===== config.mk =====
export PLATFORM = sky130hd
export DESIGN_NAME = tm1638_responder_flat
export DESIGN_NICKNAME = d
export VERILOG_FILES = /design/src/rtl/tm1638_responder_if.sv /design/src/rtl/tm1638_responder.sv /design/src/flat_wrapper.sv
export SDC_FILE = /design/constraint.sdc
export NUM_CORES = 1
export LEC_CHECK = 0
export BUFFER_PORTS_ARGS = -buffer_cell sky130_fd_sc_hd__buf_4
export CAP_MARGIN = 5
export CORE_UTILIZATION = 51
export CTS_CLUSTER_DIAMETER = 80
export CTS_CLUSTER_SIZE = 30
export DETAILED_ROUTE_END_ITERATION = 7
export PLACE_DENSITY_LB_ADDON = 0.15
export SLEW_MARGIN = 5
export SYNTH_ARGS = -nofsm -noshare
export SYNTH_HDL_FRONTEND = slang
export SYNTH_SLANG_ARGS = --single-unit

===== constraint.sdc =====
create_clock -name clk -period 7.4 [get_ports clk]
set_clock_uncertainty 0.05 [all_clocks]
set_input_delay 1.48 -clock clk [delete_from_list [all_inputs] [get_ports clk]]
set_output_delay 1.48 -clock clk [all_outputs]
set_load 0.01 [all_outputs]

===== src/rtl/tm1638_responder_if.sv =====
`default_nettype none
// ============================================================================
//  Module   : tm1638_responder_if
//  Purpose  : 3-wire TM1638 serial bus (cs, sck, split dio) between a bus
//             master and the TM1638 responder model.
//  Revision : 1.0 - initial release
// ============================================================================
interface tm1638_responder_if;
  logic cs;     // chip select, active low
  logic sck;    // serial clock, idle high
  logic dio_i;  // data master -> target
  logic dio_o;  // data target -> master
  logic dio_e;  // target drive enable for dio_o

  modport master (output cs, output sck, output dio_i, input dio_o, input dio_e);
  modport slave  (input cs, input sck, input dio_i, output dio_o, output dio_e);
endinterface
`default_nettype wire


===== src/rtl/tm1638_responder.sv =====
`default_nettype none
// ============================================================================
//  Module   : tm1638_responder
//  Purpose  : Clocked TM1638 LED & key target: decodes commands, holds the
//             16-byte display memory and brightness, answers key-scan reads.
//  Revision : 1.0 - initial release
// ============================================================================
module tm1638_responder #(
  parameter int SYNC_STAGES   = 2,
  parameter int NUM_LED_BYTES = 16,
  parameter int IN_BYTES      = 4
) (
  input  logic                       clk,
  input  logic                       reset_n,
  tm1638_responder_if.slave          bus,
  input  logic [7:0]                 keys,
  output logic [NUM_LED_BYTES*8-1:0] mem_flat,
  output logic                       wr_strobe,
  output logic [3:0]                 wr_addr,
  output logic [7:0]                 wr_data,
  output logic                       display_on,
  output logic [2:0]                 brightness,
  output logic                       frame_error
);

  localparam int c_RD_BITS = IN_BYTES * 8;
  localparam int c_RD_W    = $clog2(c_RD_BITS + 1);

  localparam logic [2:0] S_IDLE   = 3'd0;
  localparam logic [2:0] S_CMD    = 3'd1;
  localparam logic [2:0] S_WRITE  = 3'd2;
  localparam logic [2:0] S_READ   = 3'd3;
  localparam logic [2:0] S_IGNORE = 3'd4;

  logic [SYNC_STAGES-1:0] r_cs_sync, r_sck_sync, r_dio_sync;
  logic                   r_cs_d, r_sck_d;
  logic [2:0]             r_state, w_next;
  logic [7:0]             r_shift;
  logic [2:0]             r_bit_cnt;
  logic [c_RD_W-1:0]      r_rd_cnt;
  logic [7:0]             r_keys;
  logic [3:0]             r_addr;
  logic                   r_auto_inc;
  logic                   r_dio_o, r_dio_e;

  logic w_cs_s, w_sck_s, w_dio_s;
  logic w_cs_rise, w_cs_fall, w_sck_rise, w_sck_fall;
  logic [7:0] w_byte;
  logic w_byte_done, w_cmd_done, w_wr_done, w_rd_start, w_rd_fall, w_rd_last;
  logic w_key_bit;

  assign bus.dio_o = r_dio_o;
  assign bus.dio_e = r_dio_e;

  assign w_cs_s  = r_cs_sync[SYNC_STAGES-1];
  assign w_sck_s = r_sck_sync[SYNC_STAGES-1];
  assign w_dio_s = r_dio_sync[SYNC_STAGES-1];

  // cs chain resets to "selected" so a reset inside a frame does not look
  // like a fresh cs falling edge; the rest of that frame is then ignored.
  always_ff @(posedge clk or negedge reset_n) begin
    if (!reset_n) begin
      r_cs_sync  <= '0;
      r_sck_sync <= '1;
      r_dio_sync <= '0;
      r_cs_d     <= 1'b0;
      r_sck_d    <= 1'b1;
    end else begin
      r_cs_sync  <= {r_cs_sync[SYNC_STAGES-2:0], bus.cs};
      r_sck_sync <= {r_sck_sync[SYNC_STAGES-2:0], bus.sck};
      r_dio_sync <= {r_dio_sync[SYNC_STAGES-2:0], bus.dio_i};
      r_cs_d     <= w_cs_s;
      r_sck_d    <= w_sck_s;
    end
  end

  // Edge detection; a cs rise masks any sck edge seen in the same cycle.
  assign w_cs_rise  = w_cs_s & ~r_cs_d;
  assign w_cs_fall  = ~w_cs_s & r_cs_d;
  assign w_sck_rise = w_sck_s & ~r_sck_d & ~w_cs_rise & (r_state != S_IDLE);
  assign w_sck_fall = ~w_sck_s & r_sck_d & ~w_cs_rise;
  assign w_byte     = {w_dio_s, r_shift[7:1]};

  // State register.
  always_ff @(posedge clk or negedge reset_n) begin
    if (!reset_n) r_state <= S_IDLE;
    else          r_state <= w_next;
  end

  // Next-state decode.
  always_comb begin
    w_next = r_state;
    if (w_cs_rise) begin
      w_next = S_IDLE;
    end else begin
      case (r_state)
        S_IDLE:  if (w_cs_fall) w_next = S_CMD;
        S_CMD: begin
          if (w_cmd_done) begin
            case (w_byte[7:6])
              2'b01:   w_next = w_byte[1] ? S_READ : S_IGNORE;
              2'b11:   w_next = S_WRITE;
              default: w_next = S_IGNORE;
            endcase
          end
        end
        S_READ:  if (w_rd_last) w_next = S_IGNORE;
        default: w_next = r_state;
      endcase
    end
  end

  // Per-cycle actions derived from the current state and bus events.
  always_comb begin
    w_byte_done = w_sck_rise & (r_bit_cnt == 3'd7);
    w_cmd_done  = (r_state == S_CMD) & w_byte_done;
    w_wr_done   = (r_state == S_WRITE) & w_byte_done;
    w_rd_start  = w_cmd_done & (w_byte[7:6] == 2'b01) & w_byte[1];
    w_rd_fall   = (r_state == S_READ) & w_sck_fall;
    w_rd_last   = w_rd_fall & (r_rd_cnt == c_RD_W'(c_RD_BITS));
  end

  // Key byte i carries keys[i] in bit0 and keys[4+i] in bit4.
  always_comb begin
    w_key_bit = 1'b0;
    if (r_rd_cnt[2:0] == 3'd0)      w_key_bit = r_keys[{1'b0, r_rd_cnt[4:3]}];
    else if (r_rd_cnt[2:0] == 3'd4) w_key_bit = r_keys[{1'b1, r_rd_cnt[4:3]}];
  end

  // Shift register, command decode, memory writes and key-read driver.
  always_ff @(posedge clk or negedge reset_n) begin
    if (!reset_n) begin
      r_shift     <= '0;
      r_bit_cnt   <= '0;
      r_rd_cnt    <= '0;
      r_keys      <= '0;
      r_addr      <= '0;
      r_auto_inc  <= 1'b1;
      r_dio_o     <= 1'b0;
      r_dio_e     <= 1'b0;
      mem_flat    <= '0;
      wr_strobe   <= 1'b0;
      wr_addr     <= '0;
      wr_data     <= '0;
      display_on  <= 1'b0;
      brightness  <= '0;
      frame_error <= 1'b0;
    end else begin
      wr_strobe   <= w_wr_done;
      frame_error <= w_cs_rise & (r_bit_cnt != 3'd0);

      if (w_cs_rise || (r_state == S_IDLE && w_cs_fall)) r_bit_cnt <= '0;
      else if (w_sck_rise)                               r_bit_cnt <= r_bit_cnt + 3'd1;

      if (w_sck_rise) r_shift <= w_byte;

      if (w_cmd_done) begin
        case (w_byte[7:6])
          2'b01: r_auto_inc <= ~w_byte[2];
          2'b11: r_addr     <= w_byte[3:0];
          2'b10: begin
            display_on <= w_byte[3];
            brightness <= w_byte[2:0];
          end
          default: ;
        endcase
      end else if (w_wr_done) begin
        mem_flat[{r_addr, 3'b000} +: 8] <= w_byte;
        wr_addr <= r_addr;
        wr_data <= w_byte;
        if (r_auto_inc) r_addr <= r_addr + 4'd1;
      end

      if (w_cs_rise) begin
        r_dio_e <= 1'b0;
      end else if (w_rd_start) begin
        r_dio_e  <= 1'b1;
        r_rd_cnt <= '0;
        r_keys   <= keys;
      end else if (w_rd_last) begin
        r_dio_e <= 1'b0;
      end else if (w_rd_fall) begin
        r_dio_o  <= w_key_bit;
        r_rd_cnt <= r_rd_cnt + 1'b1;
      end
    end
  end

endmodule
`default_nettype wire

===== src/flat_wrapper.sv =====
// flat-port wrapper written by rule: the top's interface ports become plain ports
module tm1638_responder_flat 
#(
  parameter int SYNC_STAGES   = 2,
  parameter int NUM_LED_BYTES = 16,
  parameter int IN_BYTES      = 4
)
  (clk, reset_n, keys, mem_flat, wr_strobe, wr_addr, wr_data, display_on, brightness, frame_error, bus_cs, bus_sck, bus_dio_i, bus_dio_o, bus_dio_e);
  tm1638_responder_if bus_i ();
  input  logic clk;
  input  logic reset_n;
  input  logic [7:0] keys;
  output logic [NUM_LED_BYTES*8-1:0] mem_flat;
  output logic wr_strobe;
  output logic [3:0] wr_addr;
  output logic [7:0] wr_data;
  output logic display_on;
  output logic [2:0] brightness;
  output logic frame_error;
  input wire logic [$bits(bus_i.cs)-1:0] bus_cs;
  input wire logic [$bits(bus_i.sck)-1:0] bus_sck;
  input wire logic [$bits(bus_i.dio_i)-1:0] bus_dio_i;
  output wire logic [$bits(bus_i.dio_o)-1:0] bus_dio_o;
  output wire logic [$bits(bus_i.dio_e)-1:0] bus_dio_e;
  assign bus_i.cs = bus_cs;
  assign bus_i.sck = bus_sck;
  assign bus_i.dio_i = bus_dio_i;
  assign bus_dio_o = bus_i.dio_o;
  assign bus_dio_e = bus_i.dio_e;
  tm1638_responder #(.SYNC_STAGES(SYNC_STAGES), .NUM_LED_BYTES(NUM_LED_BYTES), .IN_BYTES(IN_BYTES)) u_core (.clk(clk), .reset_n(reset_n), .bus(bus_i), .keys(keys), .mem_flat(mem_flat), .wr_strobe(wr_strobe), .wr_addr(wr_addr), .wr_data(wr_data), .display_on(display_on), .brightness(brightness), .frame_error(frame_error));
endmodule

Word level (Yosys, flattened, before mapping). Index checks and enable logic that the tools add are counted.

Bits in read-only memories: 0. RAM bits: 0. Latch bits: 0. Memories: 0. Bits of input ports: 13. Register bits: 189.

Equality and inequality tests: 14. Mux-type cells: 26. Multiply operators: 0. Add/sub/neg operators: 4. Bitwise logic cells: 24. Div/mod/pow operators: 0. Reduce and logical (&&, ||, !) cells: 20. Shift operators: 2. Order comparisons: 2.

Operators by type and width (number): 128-bit bitwise mux (1); 8-bit by 9-bit variable shift with 128-bit output, first input constant (1); 8-bit by 9-bit variable part select with 128-bit output (1); 3-bit 2-to-1 mux (7); 6-bit 2-to-1 mux (3); 4-bit 2-to-1 mux (4); 1-bit AND (15); 3-bit by 1-bit inequality test with 1-bit output, second input constant (3); 7-bit negator with 9-bit output (1); 1-bit NOT (9); 3-bit one-hot mux with 3 select lines (1); 3-bit nonzero test (3); 2-bit AND reduction (4); 4-bit AND reduction (2); 2-bit nonzero test (4); 1-bit 2-to-1 mux (7); 6-bit by 1-bit adder with 6-bit output, second input constant (1); 3-bit by 2-bit == test with 1-bit output, second input constant (2); 3-bit == test, second input constant (2); 6-bit == test, second input constant (1); 3-bit zero test (2); 3-bit one-hot mux with 2 select lines (1); 3-bit AND reduction (2); 4-bit by 1-bit adder with 4-bit output, second input constant (1); other kinds (12) (14).

Logic depth before layout (Yosys ltp).
Word-level depth: 11. Depth in mapped cells: 9. Depth with buffers taken out: 6.

Worst setup path before layout. No wires, ideal clock.

Path kind: register -> register. Start: register u_core.r_addr[0]. End: register u_core.mem_flat[112]. Cell stages (with the launch flop): 8. Path buffers: 2. Path slack: 4681 ps. Data required time: 7225 ps. Data arrival time: 2544 ps. Cell sequence: dfrtp_1 > clkinv_1 > ha_1 > clkbuf_1 > inv_1 > or4_1 > buf_6 > mux2_4.

Cells in the longest elaborated chain, start to end: 3.

Ends and longest elaborated chain: start, declared (RTL line tm1638_responder.sv:42) `logic [3:0] r_addr;`; start signal, assigned (RTL line tm1638_responder.sv:160) `2'b11: r_addr <= w_byte[3:0];`; start signal, assigned (RTL line tm1638_responder.sv:171) `if (r_auto_inc) r_addr <= r_addr + 4'd1;`; 7-bit negator with 9-bit output * (RTL line tm1638_responder.sv:168) `mem_flat[{r_addr, 3'b000} +: 8] <= w_byte;`; 8-bit by 9-bit variable part select with 128-bit output / 8-bit by 9-bit variable shift with 128-bit output (equally long branches) (RTL line tm1638_responder.sv:168); 128-bit bitwise mux * (RTL line tm1638_responder.sv:168); end signal, assigned by index (RTL line tm1638_responder.sv:168); end, declared (RTL line tm1638_responder.sv:17) `output logic [NUM_LED_BYTES*8-1:0] mem_flat,`.

Mark *: on every way between the ends. The rest lies on a longest branch, timed or not. A chain may end at the register's enable or synchronous reset.

Worst setup path in the final report.
Start: register u_core.r_addr[0]. End: register u_core.mem_flat[86].

The elaborated chain is that of the path after synthesis.

==> flow_metrics.tcl <==
set metrics [dict create \
    layout_commonest_cell "dfrtp_1" \
    switching_share_pct 25.76 \
    run_status "completed" \
    path_class "register to register" \
    fp.coreArea_um2 15830 \
    nNetsFinal 757 \
    place_ws_ns 3.893 \
    p_clk_share_pct 40.4 \
    grt_usage_pct 22.96 \
    drc 0 \
    synthCells 588 \
    seq_power_share_pct 53.1 \
    hold_viol 0 \
    num_vias 5236 \
    die_x_um 129.2 \
    yosysUniqueCellTypes 64 \
    fin_ws_ns 3.834 \
    clkTransAtPathRegs_ns 0.06 \
    start_kind "register" \
    ctsHoldBuffers 0 \
    cts_root_buf "clkbuf_16" \
    synthFlopType "dfrtp_1" \
    synth_nets 610 \
    htree_levels 4 \
    finalWeightedCongestion 0.8011 \
    power_leakage_uw 0.005160 \
    start_util_pct 52.13 \
    yosysSeqAreaShare_pct 57.08 \
    ir_drop_mv 0.1378 \
    mostFrequentLayoutCells "184 x dfrtp_1, 161 x buf_4, 133 x mux2_2" \
    drv_slew 0 \
    io_pins 161 \
    p_int_uw 1688 \
    async_flop_share_pct 100.0 \
    antenna_left 0 \
    dp_hpwl_um 12660 \
    syn_to_final_growth_pct 23.52 \
    cts_inserted_buffers 17 \
    clock_path_buffers 2 \
    setup_violations 0 \
    cts_tree "built" \
    grt_pass1_vias 5373 \
    fmaxAchievable_ghz 0.2805 \
    cp_max_fo 18 \
    rr_worst_depth 5 \
    wl_um 18360 \
    p_comb_share_pct 6.5 \
    cap_viol_max_count 0 \
    syn-cell-area_um2 8250 \
    grt_pass1_wl_um 28960 \
    dr.pass1.iters 4 \
    critPathArrivalTime_ns 3.82 \
    n_antenna_cell 0 \
    fill_cells 1227 \
    hp-class "register to register" \
    dieArea_um2 16690 \
    syn_avg_cell_area_um2 14.03 \
    hold_depth 0 \
    cts_resized 0 \
    rsz0062_at_grt "no" \
    period_share_pct 48.19 \
    maxSlewHeadroom_pct 18.60 \
    fp-row-count 46 \
    tightest_slew_ns 1.220 \
    cts.sinks 188 \
    drive_above_1_share_pct 49.47 \
    clk-insertion-delay-late_ns 0.42 \
    wl_per_cell_um 19.04 \
    crit_required_ns 7.66 \
    antenna_found_initial 0 \
    viasPerCell 5.432 \
    endpoint_kind "register" \
    fin_crit_ns 3.566 \
    post_cts_buffers 0 \
    fin_tns_setup_ns 0 \
    power.density_nw_per_um2 223.2 \
    grt_max_degree 106 \
    die_h_um 129.2 \
    io_buffer_count 160 \
    grt_overflow_total 0 \
    switchingPower_uw 585.8 \
    drtIter0Drc 188 \
    yosys_warnings 0 \
    synth_seq_cells 188 \
    synth_edf_count 0 \
]
## state kept, by name, indices dropped and copies added, names as in the netlist, 2 cells and up
name / cells
u_core.mem_flat: 128
u_core.r_keys: 8
u_core.wr_data: 8
u_core.r_shift: 7
u_core.r_rd_cnt: 6
u_core.r_addr: 4
u_core.wr_addr: 4
u_core.brightness: 3
u_core.r_bit_cnt: 3
u_core.r_state: 3
u_core.r_cs_sync: 2
u_core.r_dio_sync: 2
u_core.r_sck_sync: 2
## worst max-delay path, cell delays in order, from the launching register on
cell	delay (ns)
dfrtp_1	0.73
clkinv_1	0.36
ha_1	0.78
inv_1	0.31
or4b_1	0.82
mux2_4	0.39
## final cells by class
| type | count | area [um2] | share of cell area (%) |
|---|---|---|---|
| flip-flops and latches | 188 | 4710 | 46.21 |
| well taps | 216 | 270.3 | 2.652 |
| inverters | 22 | 82.58 | 0.8103 |
| multi-input cells | 344 | 3303 | 32.41 |
| clock buffers | 28 | 526.8 | 5.169 |
| clock inverters | 4 | 76.32 | 0.7489 |
| repair buffers | 162 | 1222 | 12.00 |
## synthesized netlist by cell type, drive strengths merged, types with 4 or more instances
| cell | number | area, um2 |
|---|---|---|
| buf | 13 | 83.83 |
| nor3 | 18 | 153.9 |
| dfstp | 4 | 105.1 |
| nand3 | 6 | 35.03 |
| o21ai | 5 | 25.02 |
| xnor2 | 4 | 42.55 |
| mux2i | 14 | 140.1 |
| nand2 | 15 | 56.30 |
| and3 | 7 | 43.79 |
| mux2 | 155 | 1805 |
| nor3b | 5 | 37.54 |
| dfrtp | 184 | 4604 |
| nor2b | 21 | 131.4 |
| clkbuf | 21 | 78.83 |
| ha | 9 | 112.6 |
| nand4 | 4 | 46.29 |
| nand2b | 4 | 25.02 |
| inv | 20 | 75.07 |
| nor2 | 13 | 51.30 |
| and2 | 8 | 50.05 |
## kinds of logic (layout without fill, tap and decap cells)
logic type | count (synthesis) | after routing | share of synthesized area (%)
AND/OR/NAND/NOR | 118 | 118 | 9.797
AO/OA/AOI/OAI | 40 | 40 | 3.928
multiplexers | 171 | 171 | 24.13
XOR/XNOR | 6 | 6 | 0.7281
flip-flops | 188 | 188 | 57.08
adder cells (fa/ha/maj) | 9 | 9 | 1.365
buffers and inverters | 56 | 216 | 2.972
## metal layers
| metal | vias up | wire length (um) | global-route usage [%] |
|---|---|---|---|
| li1 | 2376 | - | - |
| met3 | 29 | 1175 | 6.854 |
| met2 | 159 | 8686 | 36.59 |
| met1 | 2672 | 8153 | 30.17 |
| met4 | 0 | 343 | 7.543 |
| met5 | - | 0 | 0 |
## stage by stage
step	instances	cell area, um2	util [%]	power, uW	hold slack (ns)
final	964	10190	64.39	2274	0.2985
after global routing	964	10190	64.39	2355	0.3150
after CTS	964	10190	64.39	2295	0.3020
after detailed placement	932	9588	60.58	1373	0.2872
after global placement	932	9588	60.58	1363	0.2869
after floorplan	588	8250	-	1274	0.2812
## power by group through the flow
stage | combinational [uW] | clock [uW] | sequential [uW]
after floorplan | 157 | 0 | 1120
after global placement | 141 | 0 | 1220
after detailed placement | 147 | 0 | 1230
after CTS | 149 | 938 | 1210
after global routing | 166 | 974 | 1220
final | 147 | 919 | 1210
## worst paths after layout
path | slack (ns) | start | end
setup / recovery | 3.83 | u_core.r_addr[0] | u_core.mem_flat[86]
hold / removal | 0.30 | u_core.r_cs_sync[0] | u_core.r_cs_sync[1]
setup reg to reg | 3.83 | u_core.r_addr[0] | u_core.mem_flat[86]
hold reg to reg | 0.30 | u_core.r_cs_sync[0] | u_core.r_cs_sync[1]
max in group asynchronous | 4.64 | reset_n | u_core.mem_flat[113]
min in group asynchronous | 1.07 | reset_n | u_core.r_keys[4]
Note: power is estimated with default switching activity, not from simulation.
